===== config.mk =====
export PLATFORM = sky130hd
export DESIGN_NAME = m_bpred
export DESIGN_NICKNAME = d
export VERILOG_FILES = /design/src/rtl/m_bpred.sv
export SDC_FILE = /design/constraint.sdc
export NUM_CORES = 2
export LEC_CHECK = 0
export ABC_CLOCK_PERIOD_IN_PS = 5500
export CORE_ASPECT_RATIO = 0.5
export CORE_MARGIN = 8
export CORE_UTILIZATION = 58
export DETAILED_ROUTE_END_ITERATION = 10
export PLACE_DENSITY = 0.79
export SKIP_CTS_REPAIR_TIMING = 1
export SYNTH_ARGS = -nofsm -noshare
export SYNTH_HDL_FRONTEND = slang
export SYNTH_SLANG_ARGS = --single-unit

===== constraint.sdc =====
create_clock -name w_clk -period 5.5 [get_ports w_clk]
set_input_delay 0.55 -clock w_clk [delete_from_list [all_inputs] [get_ports w_clk]]
set_output_delay 0.55 -clock w_clk [all_outputs]
set_load 0.03 [all_outputs]

===== src/rtl/m_bpred.sv =====
// Direct-mapped BTB with saturating per-entry direction counters for the RV32 pipeline.
// IF looks up combinationally each cycle; Ex writes back resolved branches and receives a redirect flag.
module m_bpred #(
  parameter int ENTRIES = 64,
  parameter int TAG_W   = 8,
  parameter int CNT_W   = 2,
  parameter int STAT_W  = 32
) (
  input  logic              w_clk,
  input  logic              w_rst_n,
  input  logic              w_ce,
  input  logic [31:0]       w_if_pc,
  output logic              w_pred_taken,
  output logic [31:0]       w_pred_tpc,
  input  logic              w_upd_valid,
  input  logic              w_upd_is_br,
  input  logic [31:0]       w_upd_pc,
  input  logic              w_upd_taken,
  input  logic [31:0]       w_upd_tpc,
  input  logic              w_upd_pred_taken,
  input  logic [31:0]       w_upd_pred_tpc,
  output logic              w_upd_mispred,
  output logic [STAT_W-1:0] w_nbr,
  output logic [STAT_W-1:0] w_nmiss
);

  localparam int IDX_W = $clog2(ENTRIES);
  localparam logic [CNT_W-1:0]  CNT_MAX  = {CNT_W{1'b1}};
  localparam logic [CNT_W-1:0]  CNT_ZERO = {CNT_W{1'b0}};
  localparam logic [CNT_W-1:0]  CNT_WT   = CNT_W'(2 ** (CNT_W - 1));
  localparam logic [CNT_W-1:0]  CNT_WNT  = CNT_W'(2 ** (CNT_W - 1) - 1);
  localparam logic [STAT_W-1:0] STAT_MAX = {STAT_W{1'b1}};

  logic             valid_r [ENTRIES];
  logic [TAG_W-1:0] tag_r   [ENTRIES];
  logic [CNT_W-1:0] cnt_r   [ENTRIES];
  logic [31:0]      tgt_r   [ENTRIES];
  logic [STAT_W-1:0] nbr_r;
  logic [STAT_W-1:0] nmiss_r;

  logic [IDX_W-1:0] lk_idx_s;
  logic [TAG_W-1:0] lk_tag_s;
  logic             lk_hit_s;
  logic             lk_taken_s;
  logic [31:0]      lk_tpc_s;
  logic [IDX_W-1:0] upd_idx_s;
  logic [TAG_W-1:0] upd_tag_s;
  logic             upd_hit_s;
  logic             upd_fire_s;
  logic             mispred_s;
  logic [CNT_W-1:0] upd_cnt_nxt_s;
  logic             unused_s;

  assign lk_idx_s  = w_if_pc[IDX_W+1:2];
  assign lk_tag_s  = w_if_pc[IDX_W+TAG_W+1:IDX_W+2];
  assign upd_idx_s = w_upd_pc[IDX_W+1:2];
  assign upd_tag_s = w_upd_pc[IDX_W+TAG_W+1:IDX_W+2];
  assign upd_fire_s = w_ce & w_upd_valid & w_upd_is_br;
  assign unused_s   = ^{w_if_pc, w_upd_pc};

  // Fetch-side lookup: pre-update table contents, no bypass from the Ex write port.
  always_comb begin
    lk_hit_s   = valid_r[lk_idx_s] && (tag_r[lk_idx_s] == lk_tag_s);
    lk_taken_s = lk_hit_s && cnt_r[lk_idx_s][CNT_W-1];
    if (lk_taken_s) begin
      lk_tpc_s = tgt_r[lk_idx_s];
    end else begin
      lk_tpc_s = 32'd0;
    end
  end

  // Ex-side hit detection, redirect flag and saturating next counter value.
  always_comb begin
    upd_hit_s     = valid_r[upd_idx_s] && (tag_r[upd_idx_s] == upd_tag_s);
    mispred_s     = w_upd_valid & w_upd_is_br &
                    ((w_upd_pred_taken != w_upd_taken) |
                     (w_upd_taken & (w_upd_pred_tpc != w_upd_tpc)));
    upd_cnt_nxt_s = cnt_r[upd_idx_s];
    if (w_upd_taken) begin
      if (cnt_r[upd_idx_s] != CNT_MAX) begin
        upd_cnt_nxt_s = cnt_r[upd_idx_s] + CNT_W'(1);
      end else begin
        upd_cnt_nxt_s = CNT_MAX;
      end
    end else begin
      if (cnt_r[upd_idx_s] != CNT_ZERO) begin
        upd_cnt_nxt_s = cnt_r[upd_idx_s] - CNT_W'(1);
      end else begin
        upd_cnt_nxt_s = CNT_ZERO;
      end
    end
  end

  // BTB table: train on hits, allocate only on taken misses.
  always_ff @(posedge w_clk or negedge w_rst_n) begin
    if (!w_rst_n) begin
      for (int i = 0; i < ENTRIES; i++) begin
        valid_r[i] <= 1'b0;
        tag_r[i]   <= {TAG_W{1'b0}};
        cnt_r[i]   <= CNT_WNT;
        tgt_r[i]   <= 32'd0;
      end
    end else if (upd_fire_s) begin
      if (upd_hit_s) begin
        cnt_r[upd_idx_s] <= upd_cnt_nxt_s;
        if (w_upd_taken) begin
          tgt_r[upd_idx_s] <= w_upd_tpc;
        end
      end else if (w_upd_taken) begin
        valid_r[upd_idx_s] <= 1'b1;
        tag_r[upd_idx_s]   <= upd_tag_s;
        cnt_r[upd_idx_s]   <= CNT_WT;
        tgt_r[upd_idx_s]   <= w_upd_tpc;
      end
    end
  end

  // Saturating branch and mispredict statistics for the debug path.
  always_ff @(posedge w_clk or negedge w_rst_n) begin
    if (!w_rst_n) begin
      nbr_r   <= {STAT_W{1'b0}};
      nmiss_r <= {STAT_W{1'b0}};
    end else if (upd_fire_s) begin
      if (nbr_r != STAT_MAX) begin
        nbr_r <= nbr_r + STAT_W'(1);
      end
      if (mispred_s && (nmiss_r != STAT_MAX)) begin
        nmiss_r <= nmiss_r + STAT_W'(1);
      end
    end
  end

  assign w_pred_taken  = lk_taken_s;
  assign w_pred_tpc    = lk_tpc_s;
  assign w_upd_mispred = mispred_s;
  assign w_nbr         = nbr_r;
  assign w_nmiss       = nmiss_r;

endmodule


After elaboration in Yosys (flattened, before gate mapping) --
Cells that the tools add are included.
Storage, ports and cells: register bits after elaboration 2816, output and inout bits 98, word-level logic and storage cells 335
Cells by class: $add $sub $neg 4, magnitude comparators 3, equality and inequality tests 7, mux-type cells 38, bitwise logic cells 13, reduce and logical (&&, ||, !) cells 12
Operator list (number):
- 2048-bit bitwise mux | 1
- 512-bit bitwise mux | 1
- 128-bit 2-to-1 mux | 2
- 32-bit binary-select mux with 6-bit select | 1
- 32-bit demux with 6-bit select | 1
- 128-bit bitwise mux | 1
- 32-bit 2-to-1 mux | 4
- 64-bit bitwise OR | 2
- 8-bit binary-select mux with 6-bit select | 2
- 32-bit by 1-bit adder with 32-bit output, second input constant | 2
- 64-bit AND | 1
- 32-bit inequality test, second input constant | 2
- 64-bit NOT | 1
- 8-bit demux with 6-bit select | 1
- 8-bit 2-to-1 mux | 5
- 32-bit inequality test | 1
- 2-bit binary-select mux with 6-bit select | 2
- 8-bit == test | 2
- 2-bit 2-to-1 mux | 8
- 7-bit greater-or-equal comparator, second input constant | 2
- 6-bit NOT with 7-bit output | 2
- 1-bit binary-select mux with 6-bit select | 2
- 2-bit demux with 6-bit select | 1
- 2-bit AND reduction | 4
- 13 further kinds | 26

Longest topological paths before layout --
depth after elaboration 9, depth in mapped cells 18, gate-level depth less buffers 9

Least setup slack after synthesis --
No wires, ideal clock.
kind input-to-output, start input port w_if_pc[2], end output port w_pred_tpc[10], arrival time 4.489 ns, required time 4.950 ns, slack 0.461 ns, cell stages on the path 13, path buffers 6, path through buf_4 buf_4 buf_2 buf_2 mux4_2 mux4_2 a21oi_1 a21oi_1 xor2_1 or4b_1 buf_2 buf_2 a311oi_1
On the way: word-level cells in the longest chain between the ends 8
Ends and longest elaborated chain:
- from (decl) | line 12 | input logic [31:0] w_if_pc,
- 6-bit NOT with 7-bit output (implied by the code) (*) | line 63, 64, 66
- 8-bit binary-select mux with 6-bit select | line 63 | lk_hit_s = valid_r[lk_idx_s] && (tag_r[lk_idx_s] == lk_tag_s);
- 8-bit 2-to-1 mux (implied by the code) (2 in a row) | line 63
- 8-bit == test | line 63
- 1-bit logical AND | line 63
- 1-bit logical AND | line 64 | lk_taken_s = lk_hit_s && cnt_r[lk_idx_s][CNT_W-1];
- 32-bit 2-to-1 mux (*) | line 65 | if (lk_taken_s) begin
- to (decl) | line 14 | output logic [31:0] w_pred_tpc,
Mark *: on every way between the ends. The rest lies on a longest branch, timed or not. The select of a mux whose other input is x is not followed.

Worst setup path in the final report --
start register tag_r[73] in the netlist's numbering, end output port w_pred_tpc[10]
On the way: word-level cells in the longest chain between the ends 7
Ends and longest elaborated chain:
- from (decl) | line 35 | logic [TAG_W-1:0] tag_r [ENTRIES];
- from (signal, indexed assignment) | line 99 | tag_r[i] <= {TAG_W{1'b0}};
- from (signal, indexed assignment) | line 111 | tag_r[upd_idx_s] <= upd_tag_s;
- 8-bit binary-select mux with 6-bit select | line 63
- 8-bit 2-to-1 mux (implied by the code) (2 in a row) | line 63
- 8-bit == test | line 63
- 1-bit logical AND | line 63
- 1-bit logical AND | line 64
- 32-bit 2-to-1 mux | line 65
Every way passes these cells. The select of a mux whose other input is x is not followed.

==> flow_summary.toml <==
[yosys]
ys_types = 74
synth_area_leaders = "dfrtp_1, mux2_2, mux4_2"
synth_edf_count = 0
syn_area_per_cell_um2 = 15.23
ys_async_sr_fraction_pct = 100.0
yosys.area.top_type = "dfrtp_1"
yosysSeqAreaShare_pct = 52.77
yosysMostFrequentCell = "dfrtp_1"
netlist_top_cells_count = "dfrtp_1, mux2_2, mux4_2"
synth_nets = 8917
synth_top_cell_area_share_pct = 51.51
synthCells = 8780
ys_ff_latch = 2816
syn_area_um2 = 133700
synth_flop_cell = "dfrtp_1"
ys_warn_count = 0

[global_route]
grt_pass1_vias = 86732
antenna_found_initial = 13
grt_first_pass_wirelength_mm = 594.9
overflow = 0
grt_start_max_net_pins = 168
grt.total_usage_pct = 32.32

[clock_network]
clk_pin_slew_ns = 0.07
tritoncts_num_sinks = 2816
clock_latency_ns = 0.89
tritoncts = "done"
numCtsBuffers = 246
cts_htree_levels = 4
cts_root_buf = "clkbuf_16"
ctsLongestPathBuffers = 4

[worst_setup_path]
path_cells = "mux4_2, mux4_2, mux4_2, xor2_2, nor4_4, buf_4, o21ai_2, or4b_4, buf_6, a311oi_4, buf_4, buf_12"
slowest_stage = "or4b_4"
slowest_delay_ns = 0.71
rrSetupSlack_ns = 1.41
crit_arrival_ns = 5.17
crit_path_frequent_cell = "mux4_2"
cp-end-kind = "output pin"
path_buf_inv = 4
cp-start-kind = "flip-flop"
crit_fanout = 5
crit_family = "multiplexers"
worstSetupPathType = "reg -> out"
cp.required_ns = 4.95

[timing]
hold_viol_final = 0
layout_setup_ws_ns = -0.2221
finalSetupViolCount = 25
fin_crit_ns = 5.722
worst_slew_pin_slew_ns = 1.252
drv_slew = 0
max_freq_mhz = 174.8
rsz0062_at_grt = "true"
finalClockSkew_ns = 0.05947
maxSlewHeadroom_pct = 15.89
finalCritPeriodShare_pct = 104.0

[pwr]
p_per_area_nw_per_um2 = 288.2
power_frac_clock_pct = 42.7
finalPower_uw = 43510
p_int_uw = 33170
pwr-share-comb_pct = 7.6
ir_worst_vdd_v = 0.0003032
p_sw_share_pct = 23.76
seqPwrFrac_pct = 49.7
p_switching_uw = 10340
p_leak_uw = 0.07109

[layout]
drive_gt1_share_pct = 52.50
num-nets-final = 9011
syn2layout_area_growth_pct = 12.94
nFillCells = 15411
final_util_pct = 65.98

[floorplan]
core_um2 = 228800
dieWidth_um = 695.0
io_pins = 233
dieHeight_um = 355.5
die_area_um2 = 247000
initial_core_util_pct = 58.42
std_cell_rows = 124

[place]
numPortBuffers = 196
dp.final_hpwl_mm = 238.3
gp_congestion = 0.9514
place_ws_ns = -0.4846

[detailed_routing]
drt-wirelength-per-cell_um = 32.94
route.vias.total = 84415
viasPerCell = 6.935
ant_nets = 0
drt_iter0_markers = 10295
finalWirelength_mm = 401.0
drc = 0
first_pass_iters = 9

[run_status]
status = "finished, violations left"
violations = "negative setup slack"

[hold_path]
holdCritPathClass = "in -> async"

[run]
cap_violations = 0
## registers in the layout (all words and copies together), names as in the netlist
signal   count
w_nbr       32
tag_r      512
valid_r     64
cnt_r      128
w_nmiss     32
tgt_r     2048
## per-layer routing
metal | GRT usage [%] | wire [µm] | up-vias
met2 | 47.55 | 178300 | 4792
li1 | - | - | 33207
met5 | 0.2913 | 151 | -
met4 | 13.98 | 19700 | 10
met1 | 44.64 | 155600 | 45319
met3 | 10.13 | 47260 | 1087
## cells in the final DEF (no fill, tap or decap), types with 22 or more instances in the layout
cell	n
nand3_1	44
o221ai_1	80
a221oi_1	34
o22ai_1	42
a22o_1	29
dfrtp_1	2752
nor2b_2	22
bufinv_16	31
buf_4	350
clkdlybuf4s50_1	113
xor2_1	60
a21oi_1	34
clkbuf_8	61
nand2_1	277
o221a_2	62
a21boi_1	50
mux4_2	859
clkbuf_16	249
clkbuf_1	39
buf_2	41
inv_1	86
mux2i_1	123
nor2_4	64
buf_12	165
a22oi_1	62
o21ai_0	29
or2_2	71
nor2_1	37
nand2b_1	70
mux2_2	2594
and2_1	33
clkinv_2	49
xnor2_1	50
dfstp_2	64
## per-stage QoR
stage                     hold slack, ns  TNS, ns  std cells  cell area (µm²)
after global placement            0.4741   -2.994      11712           142100
after floorplan                   0.2544        0       8780           133700
final                             0.2587   -2.327      12172           151000
after global routing              0.2751   -5.185      12161           151000
after CTS                        -0.4309   -12.36      12160           150700
after detailed placement          0.4774   -2.761      11712           142100
## logic make-up after synthesis
group | Yosys count | synth area share [%]
mux | 3576 | 37.24
flops | 2816 | 52.77
buf+inv | 924 | 2.784
simple gates | 744 | 2.759
compound gates | 605 | 3.682
xor+xnor | 111 | 0.7272
fa+ha+maj | 4 | 0.03369
## area by class of cell
type                       count  area [µm²]  share of cell area [%]
antenna                       11       27.53                 0.01823
clock buffer                 348        7203                   4.771
clock inverter               100        1348                  0.8925
inverter                      90       347.8                  0.2304
multi-input combinational   5040       60220                   39.88
sequential                  2816       70550                   46.72
tap                         3087        3862                   2.558
timing repair buffer         680        7436                   4.925
## power by group through the flow
stage	registers (µW)	clock network, µW	logic [µW]
final	21600	18600	3320
after global routing	21700	19500	3520
after CTS	21600	18700	3290
after detailed placement	22000	0	3280
after global placement	22000	0	3210
after floorplan	21900	0	1850
## worst reg2reg max path, stage by stage, from the launching register on
cell and delay (ns):
dfrtp_1 0.39, mux4_2 0.48, o221ai_1 0.50, o221ai_1 0.23
nor4b_1 0.51, xnor2_1 0.26, nor4_2 0.12, buf_12 0.19
buf_12 0.18, a21boi_2 0.66, mux2_2 0.43
## worst paths after layout
kind                                         startpoint                      end  cells past startpoint
worst max-delay path              tag_r[73]$_DFFE_PN0P_           w_pred_tpc[10]                     12
worst min-delay path                            w_rst_n    cnt_r[37]$_DFFE_PN0P_                      2
worst max register to register   tag_r[166]$_DFFE_PN0P_   tag_r[421]$_DFFE_PN0P_                     10
worst min register to register  w_nmiss[10]$_DFFE_PN0P_  w_nmiss[10]$_DFFE_PN0P_                      1
max in group asynchronous                       w_rst_n  tgt_r[1022]$_DFFE_PN0P_                      4
min in group w_clk                         w_upd_tpc[5]   tgt_r[581]$_DFFE_PN0P_                      3
(Power assumes the default switching activity.)
